[src/rtl/keypad_emulator_if.sv]
// Press-command channel between a host (master) and the keypad emulator (slave).
interface keypad_emulator_if;
    logic       cmd_valid;
    logic       cmd_ready;
    logic [3:0] cmd_key;
    logic [7:0] cmd_hold;
    logic       cmd_err;

    modport master (output cmd_valid, cmd_key, cmd_hold, input cmd_ready, cmd_err);
    modport slave  (input cmd_valid, cmd_key, cmd_hold, output cmd_ready, cmd_err);
endinterface

[src/rtl/keypad_emulator.sv]
// 3x3 keypad matrix emulator: plays one timed key press per command onto the row lines.
// Define KEYPAD_EMULATOR_BOUNCE_EN to generate LFSR contact chatter at press and release.
module keypad_emulator #(
    parameter int unsigned TICK_DIV     = 50000,
    parameter int unsigned BOUNCE_TICKS = 4,
    parameter int unsigned GAP_TICKS    = 2
) (
    input  logic             clk,
    input  logic             reset,
    keypad_emulator_if.slave cmd,
    input  logic [2:0]       column,
    output logic [2:0]       row,
    output logic             busy,
    output logic             press_done
);
    localparam int unsigned PW = (TICK_DIV > 1) ? $clog2(TICK_DIV) : 1;

    typedef enum logic [2:0] {S_IDLE, S_BOUNCE_IN, S_HOLD, S_BOUNCE_OUT, S_GAP} state_t;

    state_t        state, state_n;
    logic [PW-1:0] presc;
    logic          tick;
    logic [7:0]    tcnt, tcnt_n, hold_cnt, hold_n, dur;
    logic [3:0]    key, key_n;
    logic          skip, skip_n;
    logic          accept, bad_key, done_n, contact;
    logic [1:0]    key_r, key_c;
    logic [2:0]    row_n;

    // Free-running press-timing prescaler
    assign tick = (presc == PW'(TICK_DIV - 1));

    always_ff @(posedge clk or negedge reset) begin
        if (!reset) presc <= '0;
        else        presc <= tick ? '0 : presc + PW'(1);
    end

`ifdef KEYPAD_EMULATOR_BOUNCE_EN
    logic [15:0] lfsr;

    always_ff @(posedge clk or negedge reset) begin
        if (!reset)    lfsr <= 16'hACE1;
        else if (tick) lfsr <= {lfsr[14:0], lfsr[15] ^ lfsr[13] ^ lfsr[12] ^ lfsr[10]};
    end
`endif

    assign accept  = cmd.cmd_valid && cmd.cmd_ready;
    assign bad_key = (cmd.cmd_key > 4'd8);

    always_ff @(posedge clk or negedge reset) begin
        if (!reset) begin
            state         <= S_IDLE;
            tcnt          <= 8'd0;
            hold_cnt      <= 8'd1;
            key           <= 4'd0;
            skip          <= 1'b0;
            row           <= 3'b111;
            busy          <= 1'b0;
            press_done    <= 1'b0;
            cmd.cmd_ready <= 1'b0;
            cmd.cmd_err   <= 1'b0;
        end else begin
            state         <= state_n;
            tcnt          <= tcnt_n;
            hold_cnt      <= hold_n;
            key           <= key_n;
            skip          <= skip_n;
            row           <= row_n;
            busy          <= (state_n != S_IDLE);
            press_done    <= done_n;
            cmd.cmd_ready <= (state_n == S_IDLE);
            cmd.cmd_err   <= accept && bad_key;
        end
    end

    // Next state; a press accepted off a tick boundary discards its first partial tick
    always_comb begin
        state_n = state;
        tcnt_n  = tcnt;
        hold_n  = hold_cnt;
        key_n   = key;
        skip_n  = skip;
        done_n  = 1'b0;
        dur     = 8'd1;
        case (state)
            S_BOUNCE_IN, S_BOUNCE_OUT: dur = 8'(BOUNCE_TICKS);
            S_HOLD:                    dur = hold_cnt;
            S_GAP:                     dur = 8'(GAP_TICKS);
            default:                   dur = 8'd1;
        endcase
        if (state == S_IDLE) begin
            if (accept && !bad_key) begin
                state_n = S_BOUNCE_IN;
                key_n   = cmd.cmd_key;
                hold_n  = (cmd.cmd_hold == 8'd0) ? 8'd1 : cmd.cmd_hold;
                tcnt_n  = 8'd0;
                skip_n  = !tick;
            end
        end else if (tick) begin
            if (skip) begin
                skip_n = 1'b0;
            end else if (tcnt == dur - 8'd1) begin
                tcnt_n = 8'd0;
                case (state)
                    S_BOUNCE_IN:  state_n = S_HOLD;
                    S_HOLD:       state_n = S_BOUNCE_OUT;
                    S_BOUNCE_OUT: state_n = S_GAP;
                    default:      state_n = S_IDLE;
                endcase
                done_n = (state == S_GAP);
            end else begin
                tcnt_n = tcnt + 8'd1;
            end
        end
    end

    // Latched key to matrix coordinates
    always_comb begin
        key_r = 2'd0;
        key_c = 2'd0;
        if (key >= 4'd6) begin
            key_r = 2'd2;
            key_c = 2'(key - 4'd6);
        end else if (key >= 4'd3) begin
            key_r = 2'd1;
            key_c = 2'(key - 4'd3);
        end else begin
            key_c = key[1:0];
        end
    end

    always_comb begin
        contact = 1'b0;
        case (state)
            S_HOLD:       contact = 1'b1;
`ifdef KEYPAD_EMULATOR_BOUNCE_EN
            S_BOUNCE_IN:  contact = lfsr[0];
            S_BOUNCE_OUT: contact = lfsr[0];
`else
            S_BOUNCE_IN:  contact = 1'b0;
            S_BOUNCE_OUT: contact = 1'b1;
`endif
            default:      contact = 1'b0;
        endcase
    end

    always_comb begin
        row_n = 3'b111;
        if (contact && !column[key_c]) row_n[key_r] = 1'b0;
    end
endmodule

[src/flat_wrapper.sv]
// flat-port wrapper written by rule: the top's interface ports become plain ports
module keypad_emulator_flat 
#(
    parameter int unsigned TICK_DIV     = 50000,
    parameter int unsigned BOUNCE_TICKS = 4,
    parameter int unsigned GAP_TICKS    = 2
)
  (clk, reset, column, row, busy, press_done, cmd_cmd_valid, cmd_cmd_key, cmd_cmd_hold, cmd_cmd_ready, cmd_cmd_err);
  keypad_emulator_if cmd_i ();
  input  logic clk;
  input  logic reset;
  input  logic [2:0] column;
  output logic [2:0] row;
  output logic busy;
  output logic press_done;
  input wire logic [$bits(cmd_i.cmd_valid)-1:0] cmd_cmd_valid;
  input wire logic [$bits(cmd_i.cmd_key)-1:0] cmd_cmd_key;
  input wire logic [$bits(cmd_i.cmd_hold)-1:0] cmd_cmd_hold;
  output wire logic [$bits(cmd_i.cmd_ready)-1:0] cmd_cmd_ready;
  output wire logic [$bits(cmd_i.cmd_err)-1:0] cmd_cmd_err;
  assign cmd_i.cmd_valid = cmd_cmd_valid;
  assign cmd_i.cmd_key = cmd_cmd_key;
  assign cmd_i.cmd_hold = cmd_cmd_hold;
  assign cmd_cmd_ready = cmd_i.cmd_ready;
  assign cmd_cmd_err = cmd_i.cmd_err;
  keypad_emulator #(.TICK_DIV(TICK_DIV), .BOUNCE_TICKS(BOUNCE_TICKS), .GAP_TICKS(GAP_TICKS)) u_core (.clk(clk), .reset(reset), .cmd(cmd_i), .column(column), .row(row), .busy(busy), .press_done(press_done));
endmodule
[config.mk]
export PLATFORM = sky130hd
export DESIGN_NAME = keypad_emulator_flat
export DESIGN_NICKNAME = d
export VERILOG_FILES = /design/src/rtl/keypad_emulator_if.sv /design/src/rtl/keypad_emulator.sv /design/src/flat_wrapper.sv
export SDC_FILE = /design/constraint.sdc
export NUM_CORES = 1
export LEC_CHECK = 0
export CAP_MARGIN = 20
export CORE_MARGIN = 2
export CORE_UTILIZATION = 57
export DETAILED_ROUTE_END_ITERATION = 10
export PLACE_DENSITY = 0.8
export SETUP_SLACK_MARGIN = 0.5
export SYNTH_ARGS = -nofsm -noshare
export SYNTH_HDL_FRONTEND = slang
export SYNTH_SLANG_ARGS = --single-unit
[constraint.sdc]
create_clock -name clk -period 4.05 [get_ports clk]
set_clock_uncertainty 0.1 [all_clocks]
set_input_delay 1.0125 -clock clk [delete_from_list [all_inputs] [get_ports clk]]
set_output_delay 1.0125 -clock clk [all_outputs]
set_load 0.1 [all_outputs]
Yosys cells after proc, flatten, opt, wreduce, memory -nomap -nowiden
Cells that the tools add are included. Widths: inputs -> output; s select.

Add/subtract/negate cells: 5. Magnitude comparators: 6. Mux-type cells: 31. Bitwise gates (word level): 1. Eq/ne operators: 8. Reductions and logical operators: 18.

Operators by type and width (count): $mux 8 (6); $pmux 8 s3 (1); $mux 3 (6); $add 16x1->16 const B (1); $eq 16x16->1 const B (1); $mux 16 (1); $mux 1 (11); $pmux 3 s3 (1); $add 8x1->8 const B (1); $eq 8x8->1 (1); $logic_not 8->1 (1); $sub 8x1->8 const B (1); $eq 3x2->1 const B (2); $logic_not 3->1 (2); $lt 2x3->1 const B (2); $mux 2 (3); $logic_and 1x1->1 (5); $ge 4x2->1 const B (1); $ge 4x3->1 const B (1); $gt 4x4->1 const B (1); $ne 2x2->1 const B (2); $reduce_and 2->1 (2); $reduce_or 2->1 (2); $sub 2x2->2 const B (2); 10 further kinds (12).

Flip-flop bits (word level): 47. Output and inout bits: 7. Input port bits: 18.

Longest topological paths before layout
Depth in word-level cells: 10. Gate-level depth with buffers: 13. Gate-level depth less buffers: 11.

Least setup slack after synthesis
OpenSTA, ideal clock, no wires.

Kind: flip-flop to flip-flop. From: register u_core.state[1]. To: register u_core.tcnt[3]. Setup slack: 1.182 ns. Period minus slack after synthesis: 2.868 ns. Arrival time: 2.623 ns. Buffers on the path: 2. Setup time: 0.145 ns. Stages on the path, launching flop included: 14. Required time: 3.805 ns. Path through: dfrtp_1 > buf_2 > inv_1 > nor2_1 > a21oi_1 > or2_2 > ha_1 > xnor2_1 > or3_1 > a21oi_1 > nand4_1 > clkbuf_1 > o311ai_0 > o211ai_1.

Longest elaborated chain between the ends: 9.

RTL lines: from (decl) (line keypad_emulator.sv:20) `state_t state, state_n;`; from (signal assigned) (line keypad_emulator.sv:63) `state <= state_n;`; $eq 3x1->1 / $eq 3x2->1 (equally long branches) (line keypad_emulator.sv:85) `case (state)`; $reduce_or 2->1 (line keypad_emulator.sv:85); $pmux 8 s3 (line keypad_emulator.sv:85); $sub 8x1->8 (line keypad_emulator.sv:102) `end else if (tcnt == dur - 8'd1) begin`; $eq 8x8->1 (line keypad_emulator.sv:102); $mux 8 (line keypad_emulator.sv:102); $mux 8 (line keypad_emulator.sv:100) `if (skip) begin`; $mux 8 (line keypad_emulator.sv:99) `end else if (tick) begin`; $mux 8 (line keypad_emulator.sv:91) `if (state == S_IDLE) begin`; to (signal assigned) (line keypad_emulator.sv:64) `tcnt <= tcnt_n;`; to (decl) (line keypad_emulator.sv:23) `logic [7:0] tcnt, tcnt_n, hold_cnt, hold_n, dur;`.

Parallel ways exist; a longest one is shown, timed or not. The select of a mux whose other input is x is not followed. A chain may end at the register's enable or synchronous reset.

Final worst setup path
From: register u_core.state[1]. To: register u_core.state[1].

Longest elaborated chain between the ends: 9.

RTL lines (line): $eq 3x1->1 / $eq 3x2->1 (equally long branches) (keypad_emulator.sv:85, keypad_emulator.sv:104); $reduce_or 2->1 (keypad_emulator.sv:85); $pmux 8 s3 (keypad_emulator.sv:85); $sub 8x1->8 (keypad_emulator.sv:102); $eq 8x8->1 (keypad_emulator.sv:102); $mux 3 (keypad_emulator.sv:102); $mux 3 (keypad_emulator.sv:100); $mux 3 (keypad_emulator.sv:99); $mux 3 (*) (keypad_emulator.sv:91); net u_core.state_n[1] (keypad_emulator.sv:20).

Mark *: on every way through the listed nets, which the timed path passes. The rest lies on a longest branch.

==> metrics.txt <==
worst reg2reg path endpoint=u_core.state[1]$_DFF_PN0_; placer congestion estimate=0.883; Avg Cell Area, Syn=9.57 um^2; Area Overhead vs Synth=15.5%; I/O Pins=25; # setup viols final=0; routed length per instance=15.2 um; WL met2=2510 um; I/O Buffers=24; FFs w/ async S/R, synth=100%; routed wl met3=~280 um; Finished Core Util=67.4%; syn nets=305; H-tree Lvls=2; register area=between 1000 and 1500 um^2; Core Region=4630 um^2; nets=332; Yosys cell types=54; Starting Density=between 50% and 60%; clk buf depth=2; post-synthesis cell area=2700 um^2; Most used DFF post-synth=dfrtp_1; Routed Antenna Nets=0; Root Driver=clkbuf_8; PD cells=approximately 500 nW/um^2; Rows=25; die area=5300 um^2; die height=72.8 um; CP Class=flop to flop; final wirelength=about 5500 um; max-cap violations=0; highest metal used=met4; Die Span X=72.8 um; min cycle time layout=3300 ps; Worst-path clk slew=80 ps; data required time of the worst path=between 4000 and 5000 ps; Achievable Freq=303 MHz; starting DRC count in detailed routing=168; outcome=finished, final reports clean; Setup crit start=u_core.state[1]$_DFF_PN0_; hold buffers post-CTS=0; Skew-Pair Late Insertion Delay=approximately 300 ps; GRT overflow=0; startpoint type of the worst setup path=flop; top cells by area, synth=dfrtp_1, dfstp_2, xnor2_1; multi-input logic area=1450 um^2; maximum VDD drop=0.289 mV; first-pass GRT wire length=8890 um; CTS tree=yes; final hold vios=0; Setup TNS=0 ps; WP data arrival=3420 ps; ANT cells=0; TritonCTS Buffers=5; initial antenna violation count=0; layout cells sized above 1=roughly an eighth; gr usage total=21.6%; Final Max Tran Viols=0; largest net degree at the start of global routing=48; Worst-Margin Slew=around 1000 ps; Yosys top cell area share=between 30% and 40%; max_slew headroom=33.1%; register area share after synthesis=43.8%; number of synthesized flops with an enable pin=0; First-pass DRT Iterations=4; DR vias=around 2,200; Final period util=81.5%; Num Clock Sinks=47; Yosys top cell by area=dfrtp_1; WL met1=2640 um; maximum fanout along the worst path=12; Ys Warns=0; Leakage=1.23 nW; DP Wirelength=a little under 4000 um; drt drc=0; RSZ-0062 raised after global routing=no; cell depth of the worst flop-to-flop path=12; vias in the first global route=1,909; HP Class=flop to flop; Worst Setup EP=u_core.state[1]$_DFF_PN0_; Mapped Cells=282; # fillers=around 360; routed vias/inst=between 6 and 7; CP Capture Type=flop; R2R Setup Slk=about 750 ps; R2R Path Start=u_core.state[1]$_DFF_PN0_; #FFs+latches synth=47
## synthesized netlist by cell type (2+ instances only)
cell type / n
a21boi_0: 2
a21oi_1: 9
xor2_1: 9
dfstp_2: 4
o31ai_1: 2
inv_1: 9
dfrtp_1: 43
mux2i_1: 3
or4_1: 3
nand2_1: 26
nor2b_1: 9
nand4_1: 5
nor3_1: 11
nand3_1: 13
clkbuf_1: 5
o31a_1: 2
or2_2: 4
nor4b_1: 2
nor4bb_1: 2
mux2_2: 9
or3_1: 2
and3_1: 2
nor2_1: 26
nand2b_1: 5
xnor2_1: 12
nor4_1: 2
o311ai_0: 8
nor3b_1: 2
nor4_2: 2
o21a_1: 4
o211ai_1: 4
ha_1: 5
buf_2: 3
o221ai_1: 2
o21ai_0: 12
## registers in the layout (all words and copies together), names as in the netlist
name / flops
u_core.cmd.cmd_ready: 1
u_core.row: 3
u_core.cmd.cmd_err: 1
u_core.state: 3
u_core.hold_cnt: 8
u_core.skip: 1
u_core.key: 4
u_core.press_done: 1
u_core.presc: 16
u_core.busy: 1
u_core.tcnt: 8
## worst max-delay path: stages, from the launching register on
cell and delay, ps:
dfrtp_1 570, inv_1 170, nor2_1 220, a21oi_1 100, or2_2 270, ha_1 230, xnor2_1 140, or3_1 300
a21oi_1 140, nand4_1 130, buf_4 170, or4_4 490, o211ai_1 180
## kinds of logic (layout without fill, tap and decap cells)
family	count (synthesis)	count (layout)	synth area share, %
simple gates	125	125	25.3
compound gates	54	54	14.2
flops	47	47	43.8
xor+xnor	21	21	6.82
buf+inv	18	45	2.78
mux	12	12	4.87
fa+ha+maj	5	5	2.32
## routing by layer
layer | vias to the layer above | track usage [%]
li1 | 1084 | -
met1 | 1044 | 31.5
met2 | 65 | 32.3
met3 | 8 | 4.70
met4 | 0 | 6.79
met5 | - | 0
## area by class of cell
type	instances	share of cell area, %
clock buffer	6	2.33
inverter	9	1.08
clock inverter	1	0.963
multi-input combinational	217	46.4
timing repair buffer	29	9.15
sequential	47	37.9
tap	54	2.17
## worst min-delay path by stage
stage	to	slack, ps	cells past startpoint	start
2_1_floorplan	u_core.presc[0]$_DFF_PN0_	330	1	u_core.presc[0]$_DFF_PN0_
4_1_cts	u_core.presc[0]$_DFF_PN0_	370	1	u_core.presc[0]$_DFF_PN0_
3_5_place_dp	u_core.presc[0]$_DFF_PN0_	360	1	u_core.presc[0]$_DFF_PN0_
3_3_place_gp	u_core.presc[0]$_DFF_PN0_	350	1	u_core.presc[0]$_DFF_PN0_
6_report	u_core.presc[0]$_DFF_PN0_	370	1	u_core.presc[0]$_DFF_PN0_
5_1_grt	u_core.presc[0]$_DFF_PN0_	410	1	u_core.presc[0]$_DFF_PN0_
## layout by cell type (no fill, tap or decap), drive strengths merged, types with 5 or more instances in the layout
cell            n
nor3           12
nor2           26
clkbuf          6
clkdlybuf4s50  23
dfrtp          43
nand2b          5
buf             6
xor2            9
mux2            9
ha              5
nand2          26
nor2b           9
a21oi           9
inv             9
o311ai          9
nand4           5
xnor2          12
nand3          13
o21ai          13
## stage by stage
stage	power, mW	setup slack (ps)	std cells	instance area, um^2	hold WS [ps]
2_1_floorplan	1.08	1180	282	2700	333
3_3_place_gp	1.20	615	353	2980	353
3_5_place_dp	1.22	378	353	2980	363
4_1_cts	1.56	491	360	3080	375
5_1_grt	1.65	592	363	3120	413
6_report	1.56	750	363	3120	372
## repair_timing
item / CTS / global route
resized for setup: 1 / 0
buffers inserted: 0 / 2
pin swaps: 0 / 1
setup endpoints to repair: 5 / 14
## where the power goes
part           switching, mW  internal, mW
combinational          0.305         0.234
sequential             0.128         0.559
clock                  0.149         0.181
Power figures use the tool's default switching activity.
